$ cat src/rtl/ps2_command_sequencer_if.sv
// rtl/ps2_command_sequencer_if.sv - keyboard/processor/LCD signal bundle for ps2_command_sequencer
//
// Signals:
//   key_pressed, key_data, key_ascii : scan-code event from the PS2 front end
//   cmd_word, cmd_len, cmd_valid     : command offered to the processor
//   cmd_ready                        : processor accepts the command
//   lcd_write_en, lcd_write_data     : one-cycle LCD write strobe and byte
//   overflow                         : sticky dropped-character flag
// Modports: slave is the sequencer side, master is the environment side.
interface ps2_command_sequencer_if #(
    parameter int MAX_CHARS = 4
);
    logic                   key_pressed;
    logic [7:0]             key_data;
    logic [7:0]             key_ascii;
    logic [8*MAX_CHARS-1:0] cmd_word;
    logic [2:0]             cmd_len;
    logic                   cmd_valid;
    logic                   cmd_ready;
    logic                   lcd_write_en;
    logic [7:0]             lcd_write_data;
    logic                   overflow;

    modport slave (
        input  key_pressed, key_data, key_ascii, cmd_ready,
        output cmd_word, cmd_len, cmd_valid, lcd_write_en, lcd_write_data, overflow
    );

    modport master (
        output key_pressed, key_data, key_ascii, cmd_ready,
        input  cmd_word, cmd_len, cmd_valid, lcd_write_en, lcd_write_data, overflow
    );
endinterface

$ cat src/rtl/ps2_command_sequencer.sv
// rtl/ps2_command_sequencer.sv - PS2 scan-code decoder assembling a command word for the processor
//
// Ports:
//   clock  : system clock
//   resetn : asynchronous active-low reset
//   bus    : ps2_command_sequencer_if.slave (key event in, command/LCD/overflow out)
// Plain make codes build a right-packed command word (newest byte in [7:0]),
// each edit is echoed to the LCD, and Enter offers the word via valid/ready.
module ps2_command_sequencer #(
    parameter int MAX_CHARS = 4
) (
    input  logic                    clock,
    input  logic                    resetn,
    ps2_command_sequencer_if.slave  bus
);
    localparam int         W       = 8 * MAX_CHARS;
    localparam logic [2:0] MAX_CNT = 3'(MAX_CHARS);

    localparam logic [7:0] SC_EXT   = 8'hE0;
    localparam logic [7:0] SC_BRK   = 8'hF0;
    localparam logic [7:0] SC_ENTER = 8'h5A;
    localparam logic [7:0] SC_BKSP  = 8'h66;
    localparam logic [7:0] SC_SPACE = 8'h29;

    typedef enum logic {COLLECT, ISSUE} state_t;

    state_t       state_q;
    logic [W-1:0] buf_q;
    logic [2:0]   count_q;
    logic         ext_pend_q;
    logic         brk_pend_q;
    logic [2:0]   cmd_len_q;
    logic         cmd_valid_q;
    logic         lcd_en_q;
    logic [7:0]   lcd_data_q;
    logic         overflow_q;

    logic       is_prefix;
    logic       plain_make;
    logic [7:0] char_d;

    assign is_prefix  = (bus.key_data == SC_EXT) || (bus.key_data == SC_BRK);
    // A make code only counts when no prefix is pending; the byte that
    // follows E0 and/or F0 is consumed by the prefix tracker.
    assign plain_make = bus.key_pressed && !ext_pend_q && !brk_pend_q && !is_prefix;
    // Space has no entry in the ASCII mapper, so it is substituted here.
    assign char_d     = (bus.key_data == SC_SPACE) ? 8'h20 : bus.key_ascii;

    always_ff @(posedge clock or negedge resetn) begin
        if (!resetn) begin
            state_q     <= COLLECT;
            buf_q       <= '0;
            count_q     <= '0;
            ext_pend_q  <= 1'b0;
            brk_pend_q  <= 1'b0;
            cmd_len_q   <= '0;
            cmd_valid_q <= 1'b0;
            lcd_en_q    <= 1'b0;
            lcd_data_q  <= '0;
            overflow_q  <= 1'b0;
        end else begin
            lcd_en_q <= 1'b0;

            // Prefix tracking runs in every state so release codes seen
            // during ISSUE cannot leak through as make codes later.
            if (bus.key_pressed) begin
                if (bus.key_data == SC_EXT) begin
                    ext_pend_q <= 1'b1;
                end else if (bus.key_data == SC_BRK) begin
                    brk_pend_q <= 1'b1;
                end else begin
                    ext_pend_q <= 1'b0;
                    brk_pend_q <= 1'b0;
                end
            end

            case (state_q)
                COLLECT: begin
                    if (plain_make) begin
                        if (bus.key_data == SC_ENTER) begin
                            if (count_q != 3'd0) begin
                                cmd_len_q   <= count_q;
                                cmd_valid_q <= 1'b1;
                                state_q     <= ISSUE;
                            end
                        end else if (bus.key_data == SC_BKSP) begin
                            if (count_q != 3'd0) begin
                                buf_q      <= buf_q >> 8;
                                count_q    <= count_q - 3'd1;
                                lcd_en_q   <= 1'b1;
                                lcd_data_q <= 8'h08;
                            end
                        end else if (char_d != 8'h00) begin
                            if (count_q < MAX_CNT) begin
                                buf_q      <= (buf_q << 8) | W'(char_d);
                                count_q    <= count_q + 3'd1;
                                lcd_en_q   <= 1'b1;
                                lcd_data_q <= char_d;
                            end else begin
                                overflow_q <= 1'b1;
                            end
                        end
                    end
                end
                ISSUE: begin
                    // Make codes are dropped here, including one that
                    // coincides with the transfer.
                    if (bus.cmd_ready) begin
                        cmd_valid_q <= 1'b0;
                        buf_q       <= '0;
                        count_q     <= '0;
                        cmd_len_q   <= '0;
                        overflow_q  <= 1'b0;
                        state_q     <= COLLECT;
                    end
                end
                default: state_q <= COLLECT;
            endcase
        end
    end

    assign bus.cmd_word       = buf_q;
    assign bus.cmd_len        = cmd_len_q;
    assign bus.cmd_valid      = cmd_valid_q;
    assign bus.lcd_write_en   = lcd_en_q;
    assign bus.lcd_write_data = lcd_data_q;
    assign bus.overflow       = overflow_q;
endmodule

$ cat src/flat_wrapper.sv
// flat-port wrapper written by rule: the top's interface ports become plain ports
module ps2_command_sequencer_flat 
#(
    parameter int MAX_CHARS = 4
)
  (clock, resetn, bus_key_pressed, bus_key_data, bus_key_ascii, bus_cmd_ready, bus_cmd_word, bus_cmd_len, bus_cmd_valid, bus_lcd_write_en, bus_lcd_write_data, bus_overflow);
  ps2_command_sequencer_if #(.MAX_CHARS(MAX_CHARS)) bus_i ();
  input  logic clock;
  input  logic resetn;
  input wire logic [$bits(bus_i.key_pressed)-1:0] bus_key_pressed;
  input wire logic [$bits(bus_i.key_data)-1:0] bus_key_data;
  input wire logic [$bits(bus_i.key_ascii)-1:0] bus_key_ascii;
  input wire logic [$bits(bus_i.cmd_ready)-1:0] bus_cmd_ready;
  output wire logic [$bits(bus_i.cmd_word)-1:0] bus_cmd_word;
  output wire logic [$bits(bus_i.cmd_len)-1:0] bus_cmd_len;
  output wire logic [$bits(bus_i.cmd_valid)-1:0] bus_cmd_valid;
  output wire logic [$bits(bus_i.lcd_write_en)-1:0] bus_lcd_write_en;
  output wire logic [$bits(bus_i.lcd_write_data)-1:0] bus_lcd_write_data;
  output wire logic [$bits(bus_i.overflow)-1:0] bus_overflow;
  assign bus_i.key_pressed = bus_key_pressed;
  assign bus_i.key_data = bus_key_data;
  assign bus_i.key_ascii = bus_key_ascii;
  assign bus_i.cmd_ready = bus_cmd_ready;
  assign bus_cmd_word = bus_i.cmd_word;
  assign bus_cmd_len = bus_i.cmd_len;
  assign bus_cmd_valid = bus_i.cmd_valid;
  assign bus_lcd_write_en = bus_i.lcd_write_en;
  assign bus_lcd_write_data = bus_i.lcd_write_data;
  assign bus_overflow = bus_i.overflow;
  ps2_command_sequencer #(.MAX_CHARS(MAX_CHARS)) u_core (.clock(clock), .resetn(resetn), .bus(bus_i));
endmodule
$ cat config.mk
export PLATFORM = sky130hd
export DESIGN_NAME = ps2_command_sequencer_flat
export DESIGN_NICKNAME = d
export VERILOG_FILES = /design/src/rtl/ps2_command_sequencer_if.sv /design/src/rtl/ps2_command_sequencer.sv /design/src/flat_wrapper.sv
export SDC_FILE = /design/constraint.sdc
export NUM_CORES = 1
export LEC_CHECK = 0
export BUFFER_PORTS_ARGS = -buffer_cell sky130_fd_sc_hd__buf_2
export CORE_MARGIN = 5
export CORE_UTILIZATION = 55
export DETAILED_ROUTE_END_ITERATION = 7
export GPL_TIMING_DRIVEN = 0
export PLACE_DENSITY = 0.81
export SETUP_SLACK_MARGIN = 0.05
export SLEW_MARGIN = 40
export SYNTH_ARGS = -nofsm -noshare
export SYNTH_HDL_FRONTEND = slang
export SYNTH_SLANG_ARGS = --single-unit
$ cat constraint.sdc
create_clock -name clock -period 2.8 [get_ports clock]
set_input_delay 0.56 -clock clock [delete_from_list [all_inputs] [get_ports clock]]
set_output_delay 0.56 -clock clock [all_outputs]
set_load 0.005 [all_outputs]
== Word level (Yosys, flattened, before mapping) ==
Cells that the tools add are included.
Widths: inputs -> output; s select.

* Logic and storage cells: 102
* Input port bits: 20
* Memory bits (writable): 0
* Memories: 0
* Bits in registers: 52
* Output and inout bits: 46
* Bits in latches: 0
* Bits in read-only memories: 0

* $lt $le $gt $ge: 1
* $mul: 0
* Bitwise logic cells: 4
* Multiplexer cells: 50
* Equal/unequal tests: 18
* Shift-type cells: 0
* Div/mod/pow operators: 0
* Reductions and logical operators: 17
* $add $sub $neg: 2

{| class="wikitable"
|+ Operators by type and width
! operator !! count
|-
| $mux 32 || 7
|-
| $pmux 32 s2 || 1
|-
| $mux 8 || 5
|-
| $or 32x8->32 || 1
|-
| $mux 3 || 10
|-
| $mux 1 || 22
|-
| $reduce_and 6->1 || 3
|-
| $eq 8x7->1 const B || 2
|-
| $eq 8x8->1 const B || 2
|-
| $ne 2x1->1 const B || 6
|-
| $pmux 3 s2 || 2
|-
| $eq 8x6->1 const B || 1
|-
| $ne 2x2->1 const B || 4
|-
| $reduce_bool 8->1 || 1
|-
| $ne 3x1->1 const B || 2
|-
| $pmux 1 s2 || 3
|-
| $reduce_and 2->1 || 2
|-
| $reduce_and 4->1 || 1
|-
| $reduce_bool 2->1 || 2
|-
| $add 3x1->3 const B || 1
|-
| $logic_and 1x1->1 || 3
|-
| $logic_not 1->1 || 3
|-
| $lt 3x3->1 const B || 1
|-
| $ne 3x2->1 const B || 1
|-
| 4 further kinds || 6
|}

== Longest topological paths before layout ==
Gate-level depths: netlist of run 1.

* Depth in word-level cells: 9
* Depth in mapped cells: 8
* Depth with buffers taken out: 6

== Worst setup path after synthesis of run 1 ==
OpenSTA, ideal clock, no wires.

* Path type: input to register
* From: in bus_key_data[4]
* To: reg u_core.buf_q[27] (netlist: u_core.bus.cmd_word[27])
* Setup time: 121 ps
* Required time: 2679 ps
* Slack: 720 ps
* Arrival: 1959 ps
* Buffers on the path: 2
* Cell stages on the path: 7
* Path through: nor4bb_2 a41o_2 o31ai_4 a22o_1 buf_6 buf_6 a22o_1

* Cells in the longest elaborated chain, start to end: 6
* Elaborated cells between the ends (all ways): 20
* Classes of those cells: 10 x eq/ne; 5 x mux; 5 x reduce/logical

{| class="wikitable"
|+ RTL lines
! what !! RTL line !! source
|-
| start: declaration || flat_wrapper.sv:11 || <nowiki>input wire logic [$bits(bus_i.key_data)-1:0] bus_key_data;</nowiki>
|-
| branches (longest 6 deep; another with $eq 8x6->1) || n/a ||
|-
| end signal: assignment || ps2_command_sequencer.sv:88 || <nowiki>buf_q <= buf_q >> 8;</nowiki>
|-
| end signal: assignment || ps2_command_sequencer.sv:95 || <nowiki>buf_q <= (buf_q << 8) | W'(char_d);</nowiki>
|-
| end: declaration || ps2_command_sequencer.sv:28 || <nowiki>logic [W-1:0] buf_q;</nowiki>
|}

Several ways; the timed one is not identified. The select of a mux whose other input is x is not followed.
A chain may end at the register's enable or synchronous reset.

== Worst setup path in the final report of run 1 ==
* From: in bus_key_data[7]
* To: reg u_core.buf_q[5] (netlist: u_core.bus.cmd_word[5])

* Cells in the longest elaborated chain, start to end: 9
* Elaborated cells between the ends (all ways): 23
* Classes of those cells: 10 x eq/ne; 7 x mux; 1 x bitwise; 5 x reduce/logical

{| class="wikitable"
|+ RTL lines
! what !! RTL line !! source
|-
| $eq 8x6->1 || ps2_command_sequencer.sv:47 || <nowiki>assign char_d = (bus.key_data == SC_SPACE) ? 8'h20 : bus.key_ascii;</nowiki>
|-
| $mux 8 || ps2_command_sequencer.sv:47 ||
|-
| $or 32x8->32 || ps2_command_sequencer.sv:95 ||
|-
| $mux 32 || ps2_command_sequencer.sv:94 || <nowiki>if (count_q < MAX_CNT) begin</nowiki>
|-
| $mux 32 || ps2_command_sequencer.sv:93 || <nowiki>end else if (char_d != 8'h00) begin</nowiki>
|-
| $mux 32 || ps2_command_sequencer.sv:86 || <nowiki>end else if (bus.key_data == SC_BKSP) begin</nowiki>
|-
| $mux 32 || ps2_command_sequencer.sv:80 || <nowiki>if (bus.key_data == SC_ENTER) begin</nowiki>
|-
| $mux 32 || ps2_command_sequencer.sv:79 || <nowiki>if (plain_make) begin</nowiki>
|-
| $pmux 32 s2 || ps2_command_sequencer.sv:77 || <nowiki>case (state_q)</nowiki>
|}

Several ways; a longest one is shown, not always the timed one. The select of a mux whose other input is x is not followed.

==> metrics.md, run 1 <==
| Metric | Value |
|---|---|
| Layout fillers | 338 |
| Worst Path Required | 3.03 ns |
| Cts bufs inserted | 5 |
| Yosys top cell area share | a little over half |
| Cell variety after synth | 44 |
| Vias in the first global route | 1975 |
| Xor/xnor share of the synthesized area | 0.3616% |
| Proportion of synthesized area in mux cells | 0.8781% |
| Non-Filler Instances | 334 |
| FP Rows | 24 |
| Peak supply drop | ~590 uV |
| Critical path's top delay family | simple AND/OR/NAND/NOR gates |
| Mapped Area | 0.002422 mm^2 |
| Combinational power share | 35.1% |
| # H-tree levels | 2 |
| Max-cap check violation count | 0 |
| GPL Wtd Cong | 0.7876 |
| Starting DRC count in detailed routing | a little under 200 |
| Share of cells above drive strength 1 | 31.56% |
| Synth Instances | 209 |
| Worst Path Buf+Inv | 2 |
| Worst EP arrival | 2.48 ns |
| Layout Nets | roughly 300 |
| Starting density of the core | 56.02% |
| Full die area | roughly 0.0058 mm^2 |
| Worst Path Class, Setup | in -> reg |
| Largest family of logic cells by synthesized area | compound AO/OA/AOI/OAI gates |
| CP Capture Type | flip-flop |
| CTS sink cnt | 52 |
| Inst Count DP | 326 |
| Hold Crit Class | in -> async |
| Setup WS pre-CTS | about 0.32 ns |
| Core region area | 0.004324 mm^2 |
| R2R Setup Slk | 0.78 ns |
| Area of the multi-input gates | 0.001002 mm^2 |
| Final hold violations | 0 |
| Outcome | finished clean |
| Worst r2r dst | u_core.bus.cmd_word[5]$_DFFE_PN0P_ |
| Mean Syn Cell Area | 11.59 um^2 |
| Leakage Power | around 1.4 nW |
| Placed cell areas | 0.002815 mm^2 |
| Worst-path clk slew | 0.10 ns |
| Post-CTS sizing | 0 |
| Worst relative slew slack | 56.88% |
| Global-route usage over all layers | between 20% and 30% |
| CTS Hold Buffers Added | 0 |
| PwrDens | 918.0 mW/mm^2 |
| Fin area | 0.002907 mm^2 |
| # DRC | 0 |
| Post-route ant nets | 0 |
| P&R area growth vs syn | 19.99% |
| Worst stage delay on the critical path | 0.50 ns |
| Final setup fails | 0 |
| Die Wd | 76.37 um |
| Yosys reg bits | 52 |
| CP max stage cell | clkbuf_1 |
| # diodes | 0 |
| Beginning of the critical path | bus_key_data[7] |
| Ports | 66 |
| First-pass GRT wire length | ~10 mm |
| IO buf count | 65 |
| DRT Wirelength | 6.192 mm |
| Total gr overflow | 0 |
| Net Count, Synth | roughly 230 |
| Internal power | 1.709 mW |
| Post-Synth Simple-Gate Area | 9.452% |
| Compound-Gate Fraction of Synth Area | 29.34% |
| Fmax achieved | 444.9 MHz |
| CP Depth | 7 |
| Max-slew violations | 0 |
| Setup TNS | 0 ns |
| Reg2Reg Launch Point | u_core.count_q[2]$_DFFE_PN0P_ |
| Slew @ Worst Pin | 0.6468 ns |
| Register Area | 0.001301 mm^2 |
| Reg2reg path depth | 5 |
| First-pass iteration count of the detailed router | 4 |
| Die Y | 76.37 um |
| Critical Path, Cell by Cell | buf_2, and4bb_2, nand2_4, nor2_1, clkbuf_1, a22oi_1, o2bb2ai_1 |
| Initial antenna violation count | 0 |
| Min Tclk post-route | 2.248 ns |
| DP HPWL | about 4.3 mm |
| DR WL/cell | approximately 19 um |
| FFs w/ async S/R, synth | 100.0% |
| Tot Pwr | 2.668 mW |
| CP Launch Type | primary input |
| Sequential power share | 48.5% |
| Post-DR vias/cell | 6.123 |
| Psw | 0.9593 mW |
| Setup bufs post-CTS | 0 |
| Worst setup path end | u_core.bus.cmd_word[5]$_DFFE_PN0P_ |
| Largest net degree at the start of global routing | 53 |
| Adder-cell share of the synthesized area | 1.343% |
| Most area-consuming cells after synthesis | dfrtp_1, o2bb2ai_1, a22oi_1 |
| Vias | ~2000 |
| Clock power share | 16.4% |
| Ys flop type | dfrtp_1 |
| Synthesis warning total | 0 |
| Final WS setup | about 0.55 ns |
| Post-synthesis sequential area ratio | 53.72% |
| Layout Skew | around 0.0074 ns |
| EDFF count, synth | 0 |
| Root buf cell | clkbuf_8 |
| Unrepaired setup endpoints after global routing | false |
| Switching share of power | 35.95% |
| Largest area contributor in the netlist | dfrtp_1 |
| Worst-path fanout max | 10 |
| Clock Tree Buf Depth | 2 |
| Crit share post-route | 80.28% |
| CTS tree | done |
| Clock Latency Late Sink | 0.31 ns |
-- metal layers --
metal	up-vias	part of all wire, %	GRT usage (%)
met5	-	0	0
met4	0	1.7	6.818
met3	10	8.0	4.965
met2	92	45	31.08
met1	978	45	32.14
li1	965	-	-
-- through the flow --
step / util [%] / hold WS [ns]
2_1_floorplan: - / 0.2644
3_3_place_gp: 65.05 / 0.4551
3_5_place_dp: 65.10 / 0.4785
4_1_cts: 67.22 / 0.2898
5_1_grt: 67.22 / 0.3225
6_report: 67.22 / 0.2734
-- worst min-delay path by stage --
stage / end / slack (ns) / cells past startpoint
2_1_floorplan: u_core.brk_pend_q$_DFFE_PN0P_ / 0.26 / 0
3_3_place_gp: u_core.bus.cmd_valid$_DFFE_PN0P_ / 0.46 / 1
3_5_place_dp: u_core.bus.cmd_valid$_DFFE_PN0P_ / 0.48 / 1
4_1_cts: u_core.bus.cmd_word[18]$_DFFE_PN0P_ / 0.29 / 1
5_1_grt: u_core.bus.cmd_word[27]$_DFFE_PN0P_ / 0.32 / 1
6_report: u_core.bus.cmd_word[25]$_DFFE_PN0P_ / 0.27 / 1
-- power groups by stage --
stage	logic [mW]	clock network, mW	registers [mW]
2_1_floorplan	0.505	0	1.28
3_3_place_gp	0.925	0	1.29
3_5_place_dp	0.945	0	1.30
4_1_cts	0.951	0.443	1.29
5_1_grt	1.04	0.483	1.34
6_report	0.936	0.438	1.29
-- sequential cells by signal, indices dropped and copies added, names as in the netlist --
name	count
u_core.bus.lcd_write_data	8
u_core.bus.overflow	1
u_core.bus.cmd_valid	1
u_core.brk_pend_q	1
u_core.ext_pend_q	1
u_core.bus.cmd_word	32
u_core.bus.cmd_len	3
u_core.state_q	1
u_core.count_q	3
u_core.bus.lcd_write_en	1
-- synth_stat cells (2+ instances only) --
| master | count |
|---|---|
| a21oi_1 | 4 |
| a22o_1 | 11 |
| a22oi_1 | 17 |
| a32oi_1 | 7 |
| and4bb_2 | 2 |
| buf_6 | 4 |
| clkbuf_1 | 9 |
| dfrtp_1 | 52 |
| inv_1 | 6 |
| nand2_1 | 17 |
| nand3_1 | 2 |
| nor2_1 | 4 |
| nor2b_1 | 2 |
| nor3_1 | 3 |
| o21ai_0 | 11 |
| o2bb2ai_1 | 24 |
| o31ai_1 | 7 |
-- placed cells by master, fill, tap and decap left out, drive strengths merged, types with 2 or more instances in the layout --
cell type,count
o21ai,11
clkinv,2
dfrtp,52
nor3,3
nand2,18
a32oi,7
nand3,2
inv,8
clkbuf,15
a22oi,17
and4bb,3
a22o,11
o31ai,8
a21oi,4
nor4bb,2
nor2b,2
nor2,4
o2bb2ai,24
buf,71
-- cell type report --
| class | instances | area share [%] |
|---|---|---|
| multi-input combinational | 134 | 34.48 |
| inverter | 7 | 0.9040 |
| sequential | 52 | 44.77 |
| clock buffer | 5 | 2.368 |
| tap | 52 | 2.238 |
| clock inverter | 3 | 0.7749 |
| buffer | 16 | 3.186 |
| timing repair buffer | 65 | 11.28 |
-- cells by family after synthesis --
family                     count (synthesis)
adders and majority gates                  2
buffers and inverters                     23
AOI/OAI and AO/OA                         90
muxes                                      2
xor gates and xnor gates                   1
DFF                                       52
and+or+nand+nor                           39
Note: power is estimated with default switching activity, not from simulation.
==> run 2, diff against run 1 <==
Settings changed: CORE_UTILIZATION 55 to 52, PLACE_DENSITY 0.81 to 0.77.
Clock period 2.8 ns to 2.3 ns, I/O delays scaled along.
==> run 2 against run 1 <==
Against the previous run: final cell count unchanged; power up 22%; sequential share of layout area about the same; hold slack worse by 0.10 ns; via count up 4.9%; largest power group unchanged.
==> metrics.md, run 2 (same netlist as run 1, synthesis figures left out) <==
| Metric | Value |
|---|---|
| Post-DR vias/cell | 6.422 (+4.9%) |
| Fmax achieved | between 400 and 500 MHz |
| CTS sink cnt | 52 (unchanged) |
| GPL Wtd Cong | 0.8189 (+4.0%) |
| Die Wd | 78.25 um (+2.5%) |
| Critical path's top delay family | simple AND/OR/NAND/NOR gates |
| DRT Wirelength | 6.403 mm (+3.4%) |
| # DRC | 0 (unchanged) |
| Root buf cell | clkbuf_8 |
| Global-route usage over all layers | 22.00% (+0.48 points) |
| Setup TNS | 0 ns (unchanged) |
| Worst stage delay on the critical path | 0.50 ns (about the same) |
| Layout Nets | 303 (unchanged) |
| Share of cells above drive strength 1 | 31.21% (-0.35 points) |
| Register Area | 0.001301 mm^2 (unchanged) |
| CP max stage cell | clkbuf_1 |
| Area of the multi-input gates | 0.001002 mm^2 (unchanged) |
| Final WS setup | 0.2137 ns (-0.3385 ns) |
| Clock Tree Buf Depth | 2 (unchanged) |
| IO buf count | 65 (unchanged) |
| Worst relative slew slack | 56.66% (-0.22 points) |
| Post-CTS sizing | 0 (unchanged) |
| Worst EP arrival | 2.32 ns (-0.16 ns) |
| Starting density of the core | 54.50% (-1.5 points) |
| Leakage Power | 1.400 nW (-0.51%) |
| Crit share post-route | between 90% and 100% |
| Hold Crit Class | in -> async |
| Worst Path Class, Setup | in -> reg |
| FP Rows | 24 (unchanged) |
| Layout Skew | 0.01562 ns (+0.008200 ns) |
| # H-tree levels | 2 (unchanged) |
| Critical Path, Cell by Cell | buf_2, and4bb_2, nand2_4, nor2_1, clkbuf_1, a22oi_1, o2bb2ai_1 |
| Initial antenna violation count | 0 (unchanged) |
| Vias | 2145 (+4.9%) |
| PwrDens | 1120 mW/mm^2 (+22%) |
| Most common cell after layout, fill and taps aside | buf_2 |
| CP Launch Type | primary input |
| Setup WS pre-CTS | -0.08057 ns (-0.3964 ns) |
| Final hold violations | 0 (unchanged) |
| First-pass iteration count of the detailed router | 4 (unchanged) |
| Core region area | 0.004444 mm^2 (+2.8%) |
| Most frequent cells in the layout | buf_2, dfrtp_1, o2bb2ai_1 |
| Full die area | 0.006123 mm^2 (+5.0%) |
| Clock Latency Late Sink | 0.31 ns (about the same) |
| Worst Path Buf+Inv | 2 (unchanged) |
| Peak supply drop | 565.4 uV (-3.7%) |
| CTS Hold Buffers Added | 0 (unchanged) |
| Cts bufs inserted | 5 (unchanged) |
| Slew @ Worst Pin | 0.6500 ns (+0.003246 ns) |
| Outcome | finished clean |
| Total gr overflow | 0 (unchanged) |
| Max-cap check violation count | 0 (unchanged) |
| Post-route ant nets | 0 (unchanged) |
| Max-slew violations | 0 (unchanged) |
| # diodes | 0 (unchanged) |
| Unrepaired setup endpoints after global routing | false |
| Largest net degree at the start of global routing | 53 (unchanged) |
| Number of flip-flops in the largest register | 32 (unchanged) |
| Worst-path fanout max | 10 (unchanged) |
| Setup bufs post-CTS | 0 (unchanged) |
| Vias in the first global route | 2103 (+6.5%) |
| Layout fillers | 372 (+10%) |
| CP Capture Type | flip-flop |
| CTS tree | done |
| DP HPWL | 4.516 mm (+4.9%) |
| Worst Path Required | 2.53 ns (-0.50 ns) |
| Ports | 66 (unchanged) |
| DR WL/cell | 19.17 um (+3.4%) |
| Worst-path clk slew | 0.10 ns (about the same) |
| P&R area growth vs syn | 19.89% (about the same) |
| Starting DRC count in detailed routing | 174 (-13%) |
| Final setup fails | 0 (unchanged) |
| First-pass GRT wire length | 10.79 mm (+5.7%) |
| Min Tclk post-route | between 2 and 2.5 ns |
| Die Y | 78.25 um (+2.5%) |
## run 2: cell types whose count changed in the layout (fill, tap and decap cells not counted), sizes merged
cell / before / now
clkinvlp: 0 / 1
inv: 8 / 7
clkinv: 2 / 1
clkbuf: 15 / 16
## run 2: per-stage QoR
stage	util, %	instances	hold WS [ns]	total power [mW]	instance area (um^2)
finish	65.34	334	0.1705	3.253	2904
global route	65.34	334	0.2307	3.485	2904
CTS	65.34	334	0.1997	3.260	2904
detailed placement	63.34	326	0.4601	2.744	2815
global placement	63.29	326	0.4548	2.701	2813
floorplan	-	209	0.1644	2.176	2422
## run 2: cell type report
type	count	share of cell area (%)
Multi-Input combinational cell	134	34.51
Tap cell	52	2.240
Buffer	16	3.188
Sequential cell	52	44.81
Clock inverter	2	0.5601
Clock buffer	6	2.499
Timing Repair Buffer	65	11.29
Inverter	7	0.9048
## run 2: routing by layer
layer | vias up | share of wire [%] | track usage (%)
met5 | - | 0 | 0
met4 | 0 | 1.3 | 6.818
li1 | 954 | - | -
met1 | 1060 | 45 | 31.63
met2 | 120 | 45 | 33.30
met3 | 11 | 8.4 | 5.034
## run 2: report_power, final
group          switching, mW  internal (mW)  total, mW
registers              0.322           1.26       1.58
clock network          0.306          0.217      0.523
logic                  0.547          0.605       1.15
total                   1.17           2.08       3.25
## run 2: path summary, 6_finish.rpt
check	startpoint	end	slack, ns	depth (start not counted)
setup / recovery	bus_key_data[7]	u_core.bus.cmd_word[20]$_DFFE_PN0P_	0.21	7
hold / removal	resetn	u_core.state_q$_DFF_PN0_	0.17	1
setup reg to reg	u_core.count_q[2]$_DFFE_PN0P_	u_core.bus.cmd_word[20]$_DFFE_PN0P_	0.34	5
hold reg to reg	u_core.bus.cmd_valid$_DFFE_PN0P_	u_core.bus.cmd_valid$_DFFE_PN0P_	0.48	1
max in group asynchronous	resetn	u_core.bus.cmd_word[9]$_DFFE_PN0P_	1.69	1
min in group clock	bus_cmd_ready	u_core.state_q$_DFF_PN0_	0.32	2
